`src/rtl/clock_phase_gen.sv`:
```
// clock_phase_gen: divided reference clock (period 2*H, 50% duty) plus a copy
// lagging it by Ph system-clock cycles. New settings are applied only on a
// period boundary, or while idle, so neither waveform ever shows a runt pulse.
//
// Config handshake: a transfer occurs on any rising edge where cfg_valid and
// cfg_ready are both high. An accepted (legal) setting drops cfg_ready until it
// is applied. A rejected one raises cfg_err for one cycle and leaves cfg_ready
// high. cfg_valid while cfg_ready is low is ignored.
module clock_phase_gen #(
  parameter int CNT_W     = 8,
  parameter int DEF_HALF  = 4,
  parameter int DEF_PHASE = 0
) (
  input  logic             clk,
  input  logic             reset,
  input  logic             enable,
  input  logic             cfg_valid,
  output logic             cfg_ready,
  input  logic [CNT_W-1:0] cfg_half,
  input  logic [CNT_W:0]   cfg_phase,
  output logic             cfg_err,
  output logic             ref_clk,
  output logic             phased_clk,
  output logic             period_start,
  output logic             locked,
  output logic             state_dbg
);

  typedef enum logic {IDLE = 1'b0, RUN = 1'b1} state_t;

  localparam logic [CNT_W-1:0] DEF_H = CNT_W'(DEF_HALF);
  localparam logic [CNT_W:0]   DEF_P = (CNT_W+1)'(DEF_PHASE);
  localparam logic [CNT_W:0]   ONE   = (CNT_W+1)'(1);

  state_t                state_q, state_d;
  logic [CNT_W:0]        cnt_q, cnt_d;
  logic [CNT_W-1:0]      half_q, half_d;
  logic [CNT_W:0]        phase_q, phase_d;
  logic [CNT_W-1:0]      pend_half_q, pend_half_d;
  logic [CNT_W:0]        pend_phase_q, pend_phase_d;
  logic                  ready_d, err_d, ref_d, phased_d, start_d, locked_d;

  logic                  cfg_ok, pending, wrap, apply;
  logic [CNT_W:0]        period, cnt_nx;
  logic [CNT_W-1:0]      use_half;
  logic [CNT_W:0]        use_phase, use_period;
  logic signed [CNT_W+1:0] diff;

  assign state_dbg = state_q;

  // Next-state, handshake and waveform computation for the coming edge
  always_comb begin
    state_d      = state_q;
    cnt_d        = cnt_q;
    half_d       = half_q;
    phase_d      = phase_q;
    pend_half_d  = pend_half_q;
    pend_phase_d = pend_phase_q;
    ready_d      = cfg_ready;
    err_d        = 1'b0;
    ref_d        = 1'b0;
    phased_d     = 1'b0;
    start_d      = 1'b0;
    locked_d     = locked;
    apply        = 1'b0;
    cnt_nx       = '0;

    // Offered configuration: legal when H >= 1 and Ph < 2H
    cfg_ok = (cfg_half != '0) && (cfg_phase < {cfg_half, 1'b0});
    if (cfg_valid && cfg_ready) begin
      if (cfg_ok) begin
        pend_half_d  = cfg_half;
        pend_phase_d = cfg_phase;
        ready_d      = 1'b0;
      end else begin
        err_d = 1'b1;
      end
    end

    // A pending setting exists exactly while cfg_ready is low
    pending = !cfg_ready;
    period  = {half_q, 1'b0};
    wrap    = (cnt_q == period - ONE);

    // Pending settings take effect while idle, or on the wrap edge in RUN
    unique case (state_q)
      IDLE: apply = pending;
      RUN: begin
        if (wrap) apply = pending;
        else      cnt_nx = cnt_q + ONE;
      end
      default: apply = 1'b0;
    endcase

    use_half   = apply ? pend_half_q  : half_q;
    use_phase  = apply ? pend_phase_q : phase_q;
    use_period = {use_half, 1'b0};

    // Position within the lagged waveform, folded back into 0..P-1
    diff = $signed({1'b0, cnt_nx}) - $signed({1'b0, use_phase});
    if (diff[CNT_W+1]) diff = diff + $signed({1'b0, use_period});

    if (apply) begin
      half_d  = pend_half_q;
      phase_d = pend_phase_q;
      ready_d = 1'b1;
    end

    if (!enable) begin
      // Stopping (or staying stopped): counter parked, waveforms low
      state_d  = IDLE;
      cnt_d    = '0;
      locked_d = 1'b0;
    end else begin
      state_d = RUN;
      cnt_d   = cnt_nx;
      ref_d   = (cnt_nx < {1'b0, use_half});
      start_d = (cnt_nx == '0);
      if (state_q == IDLE) begin
        // First cycle after start: the delayed copy has no history yet
        phased_d = (use_phase == '0);
        locked_d = 1'b0;
      end else begin
        phased_d = (diff < $signed({2'b00, use_half}));
        if (wrap) locked_d = !apply;
      end
    end
  end

  // State, settings and registered outputs
  always_ff @(posedge clk) begin
    if (reset) begin
      state_q      <= IDLE;
      cnt_q        <= '0;
      half_q       <= DEF_H;
      phase_q      <= DEF_P;
      pend_half_q  <= '0;
      pend_phase_q <= '0;
      cfg_ready    <= 1'b1;
      cfg_err      <= 1'b0;
      ref_clk      <= 1'b0;
      phased_clk   <= 1'b0;
      period_start <= 1'b0;
      locked       <= 1'b0;
    end else begin
      state_q      <= state_d;
      cnt_q        <= cnt_d;
      half_q       <= half_d;
      phase_q      <= phase_d;
      pend_half_q  <= pend_half_d;
      pend_phase_q <= pend_phase_d;
      cfg_ready    <= ready_d;
      cfg_err      <= err_d;
      ref_clk      <= ref_d;
      phased_clk   <= phased_d;
      period_start <= start_d;
      locked       <= locked_d;
    end
  end

endmodule

```
`config.mk`:
```
export PLATFORM = sky130hd
export DESIGN_NAME = clock_phase_gen
export DESIGN_NICKNAME = d
export VERILOG_FILES = /design/src/rtl/clock_phase_gen.sv
export SDC_FILE = /design/constraint.sdc
export NUM_CORES = 1
export LEC_CHECK = 0
export BUFFER_PORTS_ARGS = -buffer_cell sky130_fd_sc_hd__buf_4
export CAP_MARGIN = 20
export CORE_MARGIN = 2
export CORE_UTILIZATION = 50
export CTS_CLUSTER_DIAMETER = 150
export DETAILED_ROUTE_END_ITERATION = 10
export PLACE_DENSITY = 0.79
export REMOVE_ABC_BUFFERS = 1
export SLEW_MARGIN = 20
export SYNTH_ARGS = -nofsm -noshare
export SYNTH_HDL_FRONTEND = slang
export SYNTH_SLANG_ARGS = --single-unit
```
`constraint.sdc`:
```
create_clock -name clk -period 6.6 [get_ports clk]
set_clock_uncertainty 0.05 [all_clocks]
set_input_delay 0 -clock clk [delete_from_list [all_inputs] [get_ports clk]]
set_output_delay 0 -clock clk [all_outputs]
set_load 0.05 [all_outputs]
```
==> flow_summary.ini, run 1 <==
[run_status]
status = finished clean

[pwr]
power.internal_uw = 545
power_uw = 793
p_per_area_mw_per_mm2 = 190
power.share.switching = 0.312
power.leakage_nw = 1.91
power_switching_uw = 247
p_seq_frac = 0.415
power_frac_clock = 0.268
peakVddDrop_v = 0.000104
pwr-share-comb = 0.317

[critical_path]
crit_fanout = 9
cpMostUsedCell = ha_1
start_kind = register
startpoint = half_q[0]$_SDFF_PP0_
crit_required_ns = 6.79
critPathArrivalTime_ns = 6.40
r2r-start = half_q[0]$_SDFF_PP0_
crit_type = reg -> reg
critPathTopFamily = compound AO/OA/AOI/OAI gates
cpPeakStageDelay_ns = 0.50
rrSetupSlack_ns = 0.39
critPathBufInv = 2
slowest_stage = a2111oi_0
critPathCaptureType = register

[synthesis]
synth_cell_type_count = 55
synth_edf_count = 0
async_flop_share = 0
synth_seq_area_share = 0.282
netlist_instances = 405
syn_area_mm2 = 0.00355
synth-seq-cells = 50
synth.avg_cell_area_um2 = 8.77
synth-main-ff-cell = dfxtp_1
ys_warn_count = 0

[finish]
layout-drive-gt1-share = 0.132
final_common_cell = nor2_1
antennaDiodeCount = 0
postLayoutCoreUtil = 0.612
area_growth_pct = 17.7
finalNetCount = 518
nFillCells = 590
final_cell_mix = 60 x nor2_1, 50 x dfxtp_1, 42 x ha_1

[sta]
setup_ws_ns = 0.393
drv_slew = 0
maxSlewHeadroom = 0.499
post-route-min-period_ns = 6.21
fin_setup_tns_ns = 0
max_freq_ghz = 0.161
setup_viol = 0
tightest_slew_ns = 0.750
hold_viol_final = 0
fin_crit_sh = 0.940
grt_setup_unrepaired = false

[routing]
firstDrtPassIters = 4
ant_nets = 0
drc = 0
via_count = 3102
viasPerCell = 5.65
routed_wl_um = 9160
drt_iter0_drc = 140
wire_per_inst_um = 16.7

[grt]
grtUsageTotal = 0.246
first_global_vias = 3099
grt_overflow = 0
antenna_found_initial = 0
grt_first_pass_wirelength_um = 14800
grt_max_degree = 38

[die]
core_mm2 = 0.00683
die_area_mm2 = 0.00779
die_h_um = 88.3
rows = 30
io-pin-count = 28
start_util = 0.520
die_w_um = 88.3

[min_path]
hold_class = in -> reg
min_from = reset

[clock_tree]
clk_latency_ns = 0.30
max-clock-path-buffers = 2
htree_levels = 2
tritoncts = done
clock-sinks = 50
clk_pin_slew_worst_paths_ns = 0.10
post_cts_buffers = 0
cts_root_buffer = clkbuf_8
numCtsBuffers = 5

[flow_run]
drv_cap = 0

[placement]
place.gp.congestion = 0.835
dp_hpwl_um = 6850
pre_cts_ws_ns = 0.420
io_buffers = 27
[synthesized netlist by cell type (2+ instances only)]
| cell | number | area (um^2) |
|---|---|---|
| nand3b_1 | 2 | 15.0 |
| or3_1 | 3 | 18.8 |
| nor3_1 | 15 | 75.1 |
| clkbuf_1 | 9 | 33.8 |
| a211oi_1 | 3 | 22.5 |
| xnor2_1 | 13 | 114 |
| nor2b_1 | 6 | 37.5 |
| nor2_1 | 60 | 225 |
| xor2_1 | 11 | 96.3 |
| o31a_1 | 2 | 17.5 |
| o21a_1 | 4 | 30.0 |
| fa_1 | 2 | 40.0 |
| nand3_1 | 11 | 55.1 |
| inv_1 | 23 | 86.3 |
| buf_2 | 3 | 15.0 |
| or2_2 | 2 | 12.5 |
| mux2i_1 | 34 | 340 |
| mux2_2 | 7 | 78.8 |
| dfxtp_1 | 50 | 1000 |
| nand2b_1 | 4 | 25.0 |
| o21bai_1 | 2 | 15.0 |
| a31oi_1 | 6 | 37.5 |
| a211o_1 | 2 | 17.5 |
| ha_1 | 42 | 526 |
| nor4_1 | 9 | 56.3 |
| nand4_1 | 4 | 25.0 |
| a21o_1 | 11 | 82.6 |
| or3_4 | 2 | 22.5 |
| o31ai_1 | 3 | 22.5 |
| a21oi_1 | 11 | 55.1 |
| o21ai_0 | 11 | 55.1 |
| nor3b_1 | 2 | 15.0 |
| nand2_1 | 14 | 52.6 |
[what timing repair did]
| item | 4_1_cts | 5_1_grt |
|---|---|---|
| resized for setup | 0 | 1 |
| endpoints found under the hold margin | 18 | 0 |
| setup endpoints to repair | 0 | 1 |
| hold buffers | 18 | 0 |
[cells by family (layout without fill, tap and decap cells)]
family / count (synthesis) / after routing / synth area share
DFF: 50 / 50 / 0.282
buffers and inverters: 36 / 84 / 0.0412
adders and majority gates: 44 / 44 / 0.159
and+or+nand+nor: 145 / 145 / 0.209
xor gates and xnor gates: 24 / 24 / 0.0592
muxes: 42 / 42 / 0.122
AOI/OAI and AO/OA: 64 / 64 / 0.127
[worst register-to-register path, stage by stage (launching register included)]
cell and delay, ns:
dfxtp_1 0.40, inv_1 0.07, ha_1 0.27, or3_4 0.42, a2111oi_4 0.33, nor4_2 0.13, nor4_4 0.18, buf_4 0.25
mux2_2 0.36, ha_1 0.22, fa_1 0.42, nor2b_1 0.17, o31ai_1 0.12, nand2b_1 0.10, a21oi_1 0.08, xnor2_1 0.23
ha_1 0.30, a21o_1 0.18, a31oi_1 0.22, xnor2_1 0.09, mux2_2 0.27, ha_1 0.29, a211o_1 0.28, a2111oi_0 0.50
nor3_1 0.12, nand3_1 0.09
[registers in the layout, indices dropped and copies added (netlist names)]
signal,flops
phase_q,9
cfg_err,1
half_q,8
cfg_ready,1
cnt_q,9
pend_half_q,8
phased_clk,1
pend_phase_q,9
state_dbg,1
ref_clk,1
locked,1
period_start,1
[worst paths after layout]
path                                 endpoint  cells after the start
hold / removal    pend_half_q[5]$_SDFFE_PP0P_                      2
setup reg to reg        phased_clk$_SDFF_PP0_                     25
hold reg to reg   pend_half_q[4]$_SDFFE_PP0P_                      2
setup / recovery        phased_clk$_SDFF_PP0_                     25
[through the flow]
| stage | cell area [um^2] | hold WS [ns] | cells |
|---|---|---|---|
| floorplan | 3490 | 0.0216 | 392 |
| global placement | 3890 | 0.193 | 524 |
| detailed placement | 3890 | 0.204 | 524 |
| CTS | 4180 | 0.0432 | 549 |
| global route | 4180 | 0.0621 | 549 |
| finish | 4180 | 0.0415 | 549 |
[power groups by stage]
stage                     logic, mW  registers, mW  clock network (mW)
final                         0.251          0.329               0.212
after global routing          0.278          0.330               0.225
after CTS                     0.249          0.329               0.214
after detailed placement      0.238          0.335                   0
after global placement        0.227          0.335                   0
after floorplan               0.161          0.343                   0
[per-layer routing]
layer / global-route usage / part of all wire / up-vias
li1: - / - / 1544
met1: 0.301 / 0.43 / 1485
met2: 0.455 / 0.52 / 54
met3: 0.0271 / 0.030 / 19
met4: 0.0689 / 0.025 / 0
met5: 0 / 0 / -
[cell type report]
class	instances	area [um^2]	share of cell area
Clock inverter	2	38.8	0.00928
Timing Repair Buffer	54	450	0.108
Clock buffer	5	68.8	0.0165
Sequential cell	50	1000	0.239
Inverter	23	86.3	0.0206
Multi-Input combinational cell	319	2420	0.578
Tap cell	96	120	0.0287
Note: power is estimated with default switching activity, not from simulation.
==> inputs of run 2 (changes only) <==
==> constraint.sdc (replaced) <==
create_clock -name clk -period 6.6 [get_ports clk]
set_clock_uncertainty 0.05 [all_clocks]
set_input_delay 1.32 -clock clk [delete_from_list [all_inputs] [get_ports clk]]
set_output_delay 1.32 -clock clk [all_outputs]
set_load 0.05 [all_outputs]
==> flow_summary.ini, run 2 (same netlist as run 1, synthesis figures left out) <==
[run_status]
status = finished clean

[min_path]
min_path_cells = 2
hold_class = reg -> reg

[routing]
drt_iter0_drc = 117
firstDrtPassIters = 4
via_count = 3004
drc = 0
wire_per_inst_um = 16.0
routed_wl_um = 8480
viasPerCell = 5.66
ant_nets = 0

[finish]
postLayoutCoreUtil = 0.586
instances_no_fill = 531
reg.largest.list = cnt_q (9), pend_phase_q (9), phase_q (9)
multi_input_area_mm2 = 0.00242
area_growth_pct = 12.6
final-seq-area_mm2 = 0.00100
antennaDiodeCount = 0
finalNetCount = 500
layout-drive-gt1-share = 0.138
final_cell_mix = 60 x nor2_1, 50 x dfxtp_1, 42 x ha_1
nFillCells = 630
final_common_cell = nor2_1

[grt]
grt_max_degree = 38
antenna_found_initial = 0
grt_first_pass_wirelength_um = 13900
grt_overflow = 0
grtUsageTotal = 0.229
first_global_vias = 2917

[sta]
maxSlewHeadroom = 0.520
post-route-min-period_ns = 6.20
holdWs_ns = 0.469
setup_ws_ns = 0.399
setup_viol = 0
tightest_slew_ns = 0.719
fin_setup_tns_ns = 0
grt_setup_unrepaired = false
max_freq_ghz = 0.161
fin_crit_sh = 0.940
drv_slew = 0
hold_viol_final = 0

[placement]
pre_cts_ws_ns = 0.420
dp_hpwl_um = 6850
dpl.cell_count = 524
io_buffers = 27
place.gp.congestion = 0.835

[critical_path]
worstSetupEndpoint = phased_clk$_SDFF_PP0_
start_kind = register
crit_type = reg -> reg
crit_fanout = 9
cpPeakStageDelay_ns = 0.50
rrSetupSlack_ns = 0.40
critPathCaptureType = register
slowest_stage = a2111oi_0
startpoint = half_q[0]$_SDFF_PP0_
critPathArrivalTime_ns = 6.39
worstReg2RegEnd = phased_clk$_SDFF_PP0_
crit_required_ns = 6.79
cpMostUsedCell = ha_1
rr_worst_depth = 25
r2r-start = half_q[0]$_SDFF_PP0_

[die]
start_util = 0.520
die_area_mm2 = 0.00779
rows = 30
die_w_um = 88.3
io-pin-count = 28
die_h_um = 88.3
core_mm2 = 0.00683

[pwr]
p_per_area_mw_per_mm2 = 195
power.share.switching = 0.309
power.internal_uw = 538
power_switching_uw = 241
power.leakage_nw = 1.84
power_frac_clock = 0.271
pwr-share-comb = 0.307
p_seq_frac = 0.422
peakVddDrop_v = 0.000104

[clock_tree]
numCtsBuffers = 5
htree_levels = 2
tritoncts = done
cts_root_buffer = clkbuf_8
max-clock-path-buffers = 2
clk_latency_ns = 0.30
clk_pin_slew_worst_paths_ns = 0.09
post_cts_buffers = 0
clock-sinks = 50

[flow_run]
drv_cap = 0
[run 2: cell types whose count changed in the layout (fill, tap and decap cells not counted), sizes merged]
cell,previous run,this run
dlygate4sd3,18,0
[run 2: stage by stage]
| step | area, um^2 | power (mW) |
|---|---|---|
| floorplan | 3490 | 0.504 |
| global placement | 3890 | 0.562 |
| detailed placement | 3890 | 0.574 |
| CTS | 4000 | 0.782 |
| global route | 4000 | 0.822 |
| finish | 4000 | 0.779 |
[run 2: worst max-delay path: cells and delay by family (launching register included)]
family                   cells  cell delay, ns
AO/OA/AOI/OAI                7            1.71
XOR/XNOR                     2            0.32
adder cells (fa/ha/maj)      5            1.50
buffers and inverters        2            0.32
flip-flops                   1            0.40
multiplexers                 2            0.63
AND/OR/NAND/NOR              7            1.21
[run 2: worst min-delay path by stage]
stage | startpoint | end | slack, ns
global placement | pend_half_q[4]$_SDFFE_PP0P_ | pend_half_q[4]$_SDFFE_PP0P_ | 0.44
CTS | pend_half_q[4]$_SDFFE_PP0P_ | pend_half_q[4]$_SDFFE_PP0P_ | 0.47
detailed placement | pend_half_q[4]$_SDFFE_PP0P_ | pend_half_q[4]$_SDFFE_PP0P_ | 0.45
floorplan | pend_half_q[1]$_SDFFE_PP0P_ | pend_half_q[1]$_SDFFE_PP0P_ | 0.41
global route | pend_half_q[0]$_SDFFE_PP0P_ | pend_half_q[0]$_SDFFE_PP0P_ | 0.52
finish | pend_half_q[4]$_SDFFE_PP0P_ | pend_half_q[4]$_SDFFE_PP0P_ | 0.47
[run 2: layer usage]
layer,vias to the layer above,global-route usage,part of all wire
met4,0,0.0634,0.020
met3,14,0.0261,0.033
met5,-,0,0
met2,49,0.411,0.51
met1,1432,0.290,0.44
li1,1509,-,-
[run 2: timing repair]
action	in CTS	in global routing
hold buffers	0	0
endpoints found under the setup margin	0	1
gates resized for setup	0	1
hold endpoints to repair	0	0
[run 2: power by group through the flow]
stage / registers [mW] / clock network (mW) / logic [mW]
2_1_floorplan: 0.343 / 0 / 0.161
3_3_place_gp: 0.335 / 0 / 0.227
3_5_place_dp: 0.335 / 0 / 0.238
4_1_cts: 0.329 / 0.214 / 0.240
5_1_grt: 0.330 / 0.226 / 0.266
6_report: 0.329 / 0.211 / 0.239
[run 2: final cells by class]
class | instances | share of cell area
clock inverters | 2 | 0.00969
flip-flops and latches | 50 | 0.250
repair buffers | 36 | 0.0675
inverters | 23 | 0.0216
multi-input cells | 319 | 0.604
clock buffers | 5 | 0.0172
well taps | 96 | 0.0300
==> inputs of run 3 (changes only) <==
--- a/config.mk
+++ b/config.mk
@@ -11,7 +11,7 @@
 export CORE_UTILIZATION = 50
 export CTS_CLUSTER_DIAMETER = 150
 export DETAILED_ROUTE_END_ITERATION = 10
-export PLACE_DENSITY = 0.79
+export PLACE_DENSITY = 0.7
 export REMOVE_ABC_BUFFERS = 1
 export SLEW_MARGIN = 20
 export SYNTH_ARGS = -nofsm -noshare
==> flow_summary.ini, run 3 (same netlist as run 1, synthesis figures left out) <==
[clock_tree]
post_cts_buffers = 0
htree_levels = 2
cts_root_buffer = clkbuf_8
tritoncts = done
cts_resized = 0
max-clock-path-buffers = 2
numCtsBuffers = 5
clk_latency_ns = 0.32
clk_pin_slew_worst_paths_ns = 0.11
clock-sinks = 50
cts_hold_buf = 0

[routing]
wl_met2_um = 4090
drt_iter0_drc = 118
via_count = 2988
viasPerCell = 5.61
route.met3.wl_um = 326
wire_per_inst_um = 15.7
wl_met1_um = 3670
firstDrtPassIters = 4
routed_wl_um = 8350
ant_nets = 0
drc = 0
highest_layer = met4

[finish]
multi_input_area_mm2 = 0.00242
final_common_cell = nor2_1
finalNetCount = 501
layout-drive-gt1-share = 0.144
nFillCells = 642
area_growth_pct = 12.6
antennaDiodeCount = 0
final_cell_mix = 60 x nor2_1, 50 x dfxtp_1, 42 x ha_1
reg.largest.list = cnt_q (9), pend_phase_q (9), phase_q (9)
final-seq-area_mm2 = 0.00100

[die]
die_area_mm2 = 0.00779
start_util = 0.520
rows = 30
io-pin-count = 28
die_w_um = 88.3
core_mm2 = 0.00683
die_h_um = 88.3

[critical_path]
startpoint = half_q[0]$_SDFF_PP0_
crit_type = reg -> reg
crit_required_ns = 6.81
critPathArrivalTime_ns = 6.29
r2r-start = half_q[0]$_SDFF_PP0_
start_kind = register
critPathCaptureType = register
crit_fanout = 9

[sta]
setup_ws_ns = 0.516
setup_viol = 0
hold_viol_final = 0
grt_setup_unrepaired = false
tightest_slew_ns = 0.592
fin_crit_sh = 0.922
fin_setup_tns_ns = 0
max_freq_ghz = 0.164
drv_slew = 0
post-route-min-period_ns = 6.08
holdWs_ns = 0.465
maxSlewHeadroom = 0.602

[min_path]
hold_class = reg -> reg
min_from = pend_half_q[5]$_SDFFE_PP0P_

[grt]
grt_max_degree = 38
first_global_vias = 2990
grtUsageTotal = 0.231
grt_overflow = 0
grt_first_pass_wirelength_um = 13900
antenna_found_initial = 0

[flow_run]
drv_cap = 0

[run_status]
status = finished clean

[pwr]
p_per_area_mw_per_mm2 = 190
power_frac_clock = 0.254
power_switching_uw = 255
pwr-share-comb = 0.314
p_seq_frac = 0.432
power.internal_uw = 506
power.leakage_nw = 1.84
peakVddDrop_v = 0.0000996
power.share.switching = 0.335

[placement]
dp_hpwl_um = 6780
io_buffers = 27
place.gp.congestion = 0.919
pre_cts_ws_ns = 0.504
## run 3: power by group through the flow
stage	sequential (mW)	clock, mW	combinational [mW]
floorplan	0.343	0	0.161
global placement	0.335	0	0.232
detailed placement	0.336	0	0.237
CTS	0.329	0.198	0.239
global route	0.330	0.210	0.267
finish	0.328	0.194	0.239
## run 3: path summary, 6_finish.rpt
kind	depth (start not counted)	endpoint	slack, ns
worst min register to register	2	pend_half_q[5]$_SDFFE_PP0P_	0.47
worst max-delay path	25	phased_clk$_SDFF_PP0_	0.52
worst max register to register	25	phased_clk$_SDFF_PP0_	0.52
worst min-delay path	2	pend_half_q[5]$_SDFFE_PP0P_	0.47
## run 3: per-layer routing
layer,up-vias,track usage
met4,0,0.0923
met2,46,0.405
li1,1516,-
met5,-,0
met3,23,0.0401
met1,1403,0.280
## run 3: final cells by class
type / count / share of cell area
Multi-Input combinational cell: 319 / 0.604
Clock buffer: 5 / 0.0172
Tap cell: 96 / 0.0300
Timing Repair Buffer: 37 / 0.0695
Clock inverter: 3 / 0.00720
Inverter: 23 / 0.0216
Sequential cell: 50 / 0.250
## run 3: critical path: stages, from the launching register on
cell,delay (ns)
dfxtp_1,0.40
inv_1,0.07
ha_1,0.26
or3_4,0.41
a2111oi_4,0.34
nor4_2,0.13
nor4_4,0.18
buf_4,0.24
mux2_2,0.36
ha_1,0.21
fa_1,0.41
nor2b_1,0.16
o31ai_1,0.12
nand2b_1,0.09
a21oi_1,0.08
xnor2_1,0.25
ha_1,0.31
a21o_1,0.19
a31oi_1,0.21
xnor2_1,0.09
mux2_2,0.27
ha_1,0.31
a211o_1,0.31
a2111oi_1,0.40
nor3_1,0.11
nand3_1,0.07
## run 3: stage by stage
stage	area, um^2	power, mW	util	std cells
floorplan	3490	0.504	-	392
global placement	3890	0.567	0.570	525
detailed placement	3890	0.573	0.570	525
CTS	3990	0.766	0.584	533
global route	4000	0.808	0.585	533
finish	4000	0.761	0.585	533
